==> src/rtl/modulo_n_counter.sv <==
// -----------------------------------------------------------------------------
// modulo_n_counter
//
// Up/down counter cycling through 0..MODULUS-1 with a synchronous, range-checked
// load, a terminal-count flag, a one-cycle wrap pulse and a saturating count of
// wraps since reset.
//
// Parameters
//   WIDTH    - count register width in bits
//   MODULUS  - sequence length; legal range 2 <= MODULUS <= 2**WIDTH
//
// Ports
//   clk       in   single clock, all state updates on its rising edge
//   reset     in   synchronous active-high reset
//   en        in   count enable
//   up_dn     in   direction: 1 = up, 0 = down
//   load      in   synchronous load strobe (takes priority over en)
//   load_val  in   value to load; values >= MODULUS are rejected
//   Q         out  current count (registered)
//   tc        out  terminal count, combinational from Q and up_dn
//   wrap      out  registered one-cycle pulse after a wrap-around edge
//   load_err  out  registered one-cycle pulse after a rejected load
//   wrap_cnt  out  number of wraps since reset, saturating at all-ones
//
// Edge priority: reset > load > en > hold.
// -----------------------------------------------------------------------------
module modulo_n_counter #(
    parameter int WIDTH   = 8,
    parameter int MODULUS = 7
) (
    input  logic             clk,
    input  logic             reset,
    input  logic             en,
    input  logic             up_dn,
    input  logic             load,
    input  logic [WIDTH-1:0] load_val,
    output logic [WIDTH-1:0] Q,
    output logic             tc,
    output logic             wrap,
    output logic             load_err,
    output logic [WIDTH-1:0] wrap_cnt
);

    // Comparisons run one bit wider than the count so MODULUS = 2**WIDTH
    // is representable and never overflows.
    localparam logic [WIDTH:0]   MOD_X  = (WIDTH+1)'(MODULUS);
    localparam logic [WIDTH:0]   LAST_X = (WIDTH+1)'(MODULUS - 1);
    localparam logic [WIDTH-1:0] LAST   = WIDTH'(MODULUS - 1);
    localparam logic [WIDTH-1:0] SAT    = {WIDTH{1'b1}};

    logic [WIDTH-1:0] q_q, q_d;
    logic             wrap_q, wrap_d;
    logic             err_q, err_d;
    logic [WIDTH-1:0] wcnt_q, wcnt_d;

    logic [WIDTH:0] q_x;
    logic           at_last;
    logic           at_zero;
    logic           load_ok;
    logic           step_wraps;

    assign q_x     = {1'b0, q_q};
    assign at_last = (q_x == LAST_X);
    assign at_zero = (q_x == '0);
    assign load_ok = ({1'b0, load_val} < MOD_X);

    // A wrap happens only on a genuine count step: load (accepted or not)
    // suppresses counting for that edge.
    assign step_wraps = en && !load && (up_dn ? at_last : at_zero);

    always_comb begin
        q_d    = q_q;
        wrap_d = 1'b0;
        err_d  = 1'b0;
        wcnt_d = wcnt_q;
        if (load) begin
            if (load_ok) begin
                q_d = load_val;
            end else begin
                err_d = 1'b1;
            end
        end else if (en) begin
            if (up_dn) begin
                q_d = at_last ? '0 : (q_q + WIDTH'(1));
            end else begin
                q_d = at_zero ? LAST : (q_q - WIDTH'(1));
            end
            wrap_d = step_wraps;
            if (step_wraps && (wcnt_q != SAT)) begin
                wcnt_d = wcnt_q + WIDTH'(1);
            end
        end
    end

    always_ff @(posedge clk) begin
        if (reset) begin
            q_q    <= '0;
            wrap_q <= 1'b0;
            err_q  <= 1'b0;
            wcnt_q <= '0;
        end else begin
            q_q    <= q_d;
            wrap_q <= wrap_d;
            err_q  <= err_d;
            wcnt_q <= wcnt_d;
        end
    end

    assign Q        = q_q;
    assign wrap     = wrap_q;
    assign load_err = err_q;
    assign wrap_cnt = wcnt_q;
    assign tc       = up_dn ? at_last : at_zero;

endmodule

==> config.mk <==
export PLATFORM = sky130hd
export DESIGN_NAME = modulo_n_counter
export DESIGN_NICKNAME = d
export VERILOG_FILES = /design/src/rtl/modulo_n_counter.sv
export SDC_FILE = /design/constraint.sdc
export NUM_CORES = 1
export LEC_CHECK = 0
export BUFFER_PORTS_ARGS = -buffer_cell sky130_fd_sc_hd__buf_2
export CORE_ASPECT_RATIO = 1.4
export CORE_MARGIN = 3
export CORE_UTILIZATION = 30
export CTS_BUF_LIST = sky130_fd_sc_hd__clkbuf_4
export DETAILED_ROUTE_END_ITERATION = 7
export PLACE_DENSITY = 0.53
export SYNTH_ARGS = -nofsm -noshare
export SYNTH_HDL_FRONTEND = slang
export SYNTH_SLANG_ARGS = --single-unit
==> constraint.sdc <==
create_clock -name clk -period 2.1 [get_ports clk]
set_input_delay 0.42 -clock clk [delete_from_list [all_inputs] [get_ports clk]]
set_output_delay 0.42 -clock clk [all_outputs]
set_load 0.03 [all_outputs]
=== Word level (Yosys, flattened, before mapping) ===
Cells that the tools add are included.
W data, S select, Z words.

* Bitwise logic cells: 2
* $add $sub $neg: 3
* Reduce and logical (&&, ||, !) cells: 10
* Multipliers: 0
* $lt $le $gt $ge: 1
* Mux-type cells: 8
* Divide/modulo/power cells: 0
* Shifts and indexed selects: 0
* Eq/ne operators: 3

{| class="wikitable"
|+ Operators by type and width
! cell !! count
|-
| $mux W8 || 6
|-
| $add A8 B1 Y8 const B || 2
|-
| $logic_not A9 Y1 || 1
|-
| $eq A8 B3 Y1 const B || 1
|-
| $lt A8 B3 Y1 const B || 1
|-
| $ne A8 B8 Y1 const B || 1
|-
| $sub A8 B1 Y8 const B || 1
|-
| $logic_and A1 B1 Y1 || 3
|-
| $reduce_and A3 Y1 || 1
|-
| $reduce_or A3 Y1 || 1
|-
| $mux W1 || 2
|-
| $ne A2 B1 Y1 const B || 1
|-
| $not A1 Y1 || 2
|-
| $reduce_and A2 Y1 || 1
|-
| $reduce_bool A2 Y1 || 1
|-
| $reduce_or A2 Y1 || 1
|-
| $logic_not A1 Y1 || 1
|}

* Word-level logic and storage cells: 31
* Memory bits (writable): 0
* Bits of input ports: 13
* Memories: 0
* Bits in read-only memories: 0
* Bits in latches: 0
* Flip-flop bits (word level): 18

=== Logic depth before layout (Yosys ltp) ===
* Depth in word-level cells: 5
* Gate-level depth with buffers: 7

=== Least setup slack after synthesis ===
Ideal clock, no wire load.

* Path type: reg-to-reg
* Start point: register q_q[0] (netlist: Q[0])
* End point: register q_q[0] (netlist: Q[0])
* Path buffers: 0
* Setup time: 0.134 ns
* Arrival time: 2.488 ns
* Setup slack: -0.522 ns
* Clock period less this slack: 2.622 ns
* Stages on the path, launching flop included: 8
* Cells stage by stage: dfxtp_1 -> inv_1 -> ha_1 -> or3b_2 -> a211oi_1 -> nor3_1 -> a211oi_1 -> a211oi_1

* Word-level cells in the longest chain between the ends: 5
* Elaborated cells between the ends (all ways): 9
* Those cells by class: add/sub: 2; eq/ne: 1; mux: 5; reduce/logical: 1

{| class="wikitable"
|+ Ends and longest elaborated chain
! item !! RTL line !! text
|-
| start: declaration || 51 || <nowiki>logic [WIDTH-1:0] q_q, q_d;</nowiki>
|-
| start signal: assignment || 102 || <nowiki>q_q <= q_d;</nowiki>
|-
| $sub A8 B1 Y8 (tied with other cells) || 86 || <nowiki>q_d = at_zero ? LAST : (q_q - WIDTH'(1));</nowiki>
|-
| $mux W8, on equally long branches || 86, 84 ||
|-
| $mux W8 * || 83 || <nowiki>if (up_dn) begin</nowiki>
|-
| $mux W8 * || 82 || <nowiki>end else if (en) begin</nowiki>
|-
| $mux W8 * || 76 || <nowiki>if (load) begin</nowiki>
|}

Every way passes the cells marked *; elsewhere a longest branch is shown, timed or not. The select of a mux whose other input is x is not followed.
A chain may end at the register's enable or synchronous reset.

=== Worst setup path in the final report ===
* Start point: register q_q[1] (netlist: Q[1])
* End point: output tc

* Word-level cells in the longest chain between the ends: 2
* Elaborated cells between the ends (all ways): 3
* Those cells by class: eq/ne: 1; mux: 1; reduce/logical: 1

{| class="wikitable"
|+ Ends and longest elaborated chain
! item !! RTL line !! text
|-
| $eq A8 B3 Y1 / $logic_not A9 Y1 (equally long branches) || 63, 64 ||
|-
| $mux W1 * || 113 || <nowiki>assign tc = up_dn ? at_last : at_zero;</nowiki>
|-
| end: declaration || 38 || <nowiki>output logic tc,</nowiki>
|}

Every way passes the cells marked *; elsewhere a longest branch is shown, timed or not.

==> metrics <==
routed vias 1333; Rel. slew slack 0.647; clock root buffer clkbuf_4; Num Clock Sinks 18; number of flops mapped to enable cells by yosys 0; worst hold path type input pin to register; fmax 0.473 GHz; final period utilization 1.01; Ant. Diodes 0; CP max FO 2; Power, Total roughly 770 uW; Slew Viols, Final 0; RSZ-0062 raised after global routing yes; clock power share 0.247; H-tree depth 1; CTS tree done; logic gate share of total power 0.290; area leader, netlist dfxtp_1; RD Place Congestion roughly 0.9; P_int ~520 uW; routed len/inst 14.3 um; Vias/cell between 5 and 6; CTS Buf Count 3; Worst Skew 0.0154 ns; share of layout cells above drive strength 1 0.350; Sw Share 0.330; Synth Cell Area approximately 1200 sq um; commonest non-fill, non-tap cell in the layout buf_2; Worst-Margin Slew ~0.53 ns; Setup-failing EPs final 2; GRT overflow 0; slowest stage delay, CP 0.39 ns; vias in the first global route between 1000 and 1500; Inst Count DP between 200 and 250; setup TNS -0.0285 ns; maximum VDD drop 295 uV; commonest cells after routing, fill and taps aside buf_2, buf_4, dfxtp_1, nor2_1, nand2_1; clock tree buffer depth 2; Starting Density 0.323; Yosys top cell area share 0.293; Yosys warning count 0; largest net degree at the start of global routing 18; CP startpoint kind register; Area Growth Syn to Fin 32.8%; P per Cell Area around 470 nW/um^2; Setup crit end kind primary output; Synth Flop Type dfxtp_1; DR iter-0 viols 60; worst-skew pair later-pin latency about 0.31 ns; die span in y 81.8 um; CP required about 1.7 ns; ys async rst share 0; Seq pwr share 0.463; Max-Cap Viols 0; Setup WS post-layout -0.0152 ns; Leak about 0.67 nW; die area 4920 sq um; Seq/Total Area, Yosys 0.293; antenna violations before repair 0; failing checks negative setup slack; status finished, violations left; Global Route Usage Sum 0.162; area of the core 3810 sq um; post-route ant nets 0; Mapped Cells about 150; DRC 0; top cells by area, synth dfxtp_1, a21oi_1, nor2_1; critical path type register to primary output; first-pass GRT wire length between 6000 and 7000 um; Final Non-Filler Cells approximately 250; final count of hold timing violations 0; Syn Nets between 150 and 200; post-DP HPWL 2810 um; mean post-synth cell area 7.99 sq um; critical-path cell list inv_4 > ha_4 > or3b_4 > a211oi_2 > buf_4; Slowest-stage cell, CP or3b_4; drt pass-1 iters 4; number of top-level pins 32; row count 26; Tmin final ~2.1 ns; I/O Buffers 31; Layout Nets ~220; Die Span X ~60 um; post-synthesis register bit count 18; CP Data Arrival Time ~1.7 ns; synth unique cells between 40 and 50; Routed WL 3510 um; P_sw 255 uW; clock slew at reported path FFs approximately 0.12 ns
[final timing paths]
check	slack (ns)	to	cells after the start	from
max reg2reg	-0.01	wrap_cnt[4]	7	Q[1]
max	-0.02	tc	5	Q[1]
min reg2reg	0.52	wrap_cnt[5]	2	wrap_cnt[5]
min	0.44	load_err	2	load
[kinds of logic (layout without fill, tap and decap cells)]
| kind of cell | count (synthesis) | in the layout | synth area share |
|---|---|---|---|
| simple gates | 64 | 64 | 0.278 |
| flops | 18 | 18 | 0.293 |
| mux | 4 | 4 | 0.0325 |
| compound gates | 47 | 47 | 0.276 |
| buf+inv | 12 | 61 | 0.0437 |
| xor+xnor | 5 | 5 | 0.0356 |
| fa+ha+maj | 4 | 4 | 0.0407 |
[cells in the mapped netlist (all sizes together), types with 2 or more instances]
library cell   n
o21ai          8
o211ai         2
a211oi         5
inv            6
o31ai          2
xor2           4
nor3           4
mux2i          4
o31a           2
dfxtp         18
or4            6
nor3b          2
nand2         13
o2bb2ai        2
or3            2
ha             4
a21oi         12
nand3          5
nor2          15
and2           3
nand2b         4
a21boi         3
buf            2
o2111ai        2
or2            2
o32ai          3
clkbuf         4
[what timing repair did]
action,CTS,global route
setup buffers,0,0
pin swaps,3,6
endpoints found under the hold margin,0,0
resized for setup,2,5
endpoints found under the setup margin,3,6
hold buffers,0,0
[area by class of cell]
| cell class | instances | area (sq um) |
|---|---|---|
| Fill cell | 404 | 2170 |
| Multi-Input combinational cell | 124 | 852 |
| Sequential cell | 18 | 369 |
| Timing Repair Buffer | 51 | 308 |
| Tap cell | 42 | 52.6 |
| Inverter | 6 | 27.5 |
| Clock buffer | 3 | 22.5 |
| Clock inverter | 1 | 3.75 |
[metal layers]
layer	part of all wire	up-vias	wire, um	GRT usage
li1	-	673	-	-
met1	0.43	620	1520	0.197
met2	0.50	36	1770	0.277
met3	0.048	4	168	0.0189
met4	0.017	0	58	0.0754
met5	0	-	0	0
[stage by stage]
step	setup WS [ns]	area [sq um]	hold slack, ns	utilization
final	-0.0152	1640	0.437	0.430
after global routing	-0.127	1640	0.457	0.430
after CTS	-0.0650	1620	0.439	0.426
after detailed placement	-0.0281	1590	0.484	0.417
after global placement	0.0339	1590	0.484	0.417
after floorplan	-0.106	1260	0.545	-
[critical path: cells and delay by family (launching register included)]
| kind | cells | cell delay [ns] |
|---|---|---|
| simple gates | 1 | 0.39 |
| buf+inv | 2 | 0.25 |
| flops | 1 | 0.37 |
| compound gates | 1 | 0.27 |
| fa+ha+maj | 1 | 0.12 |
[sequential cells by signal (all words and copies together), names as in the netlist]
name / count
Q: 8
wrap_cnt: 8
load_err: 1
wrap: 1
[power by group through the flow]
stage	clock (mW)	sequential, mW	combinational (mW)
floorplan	0	0.386	0.115
global placement	0	0.364	0.222
detailed placement	0	0.365	0.222
CTS	0.201	0.357	0.225
global route	0.210	0.359	0.248
finish	0.191	0.357	0.224
Note: power is estimated with default switching activity, not from simulation.
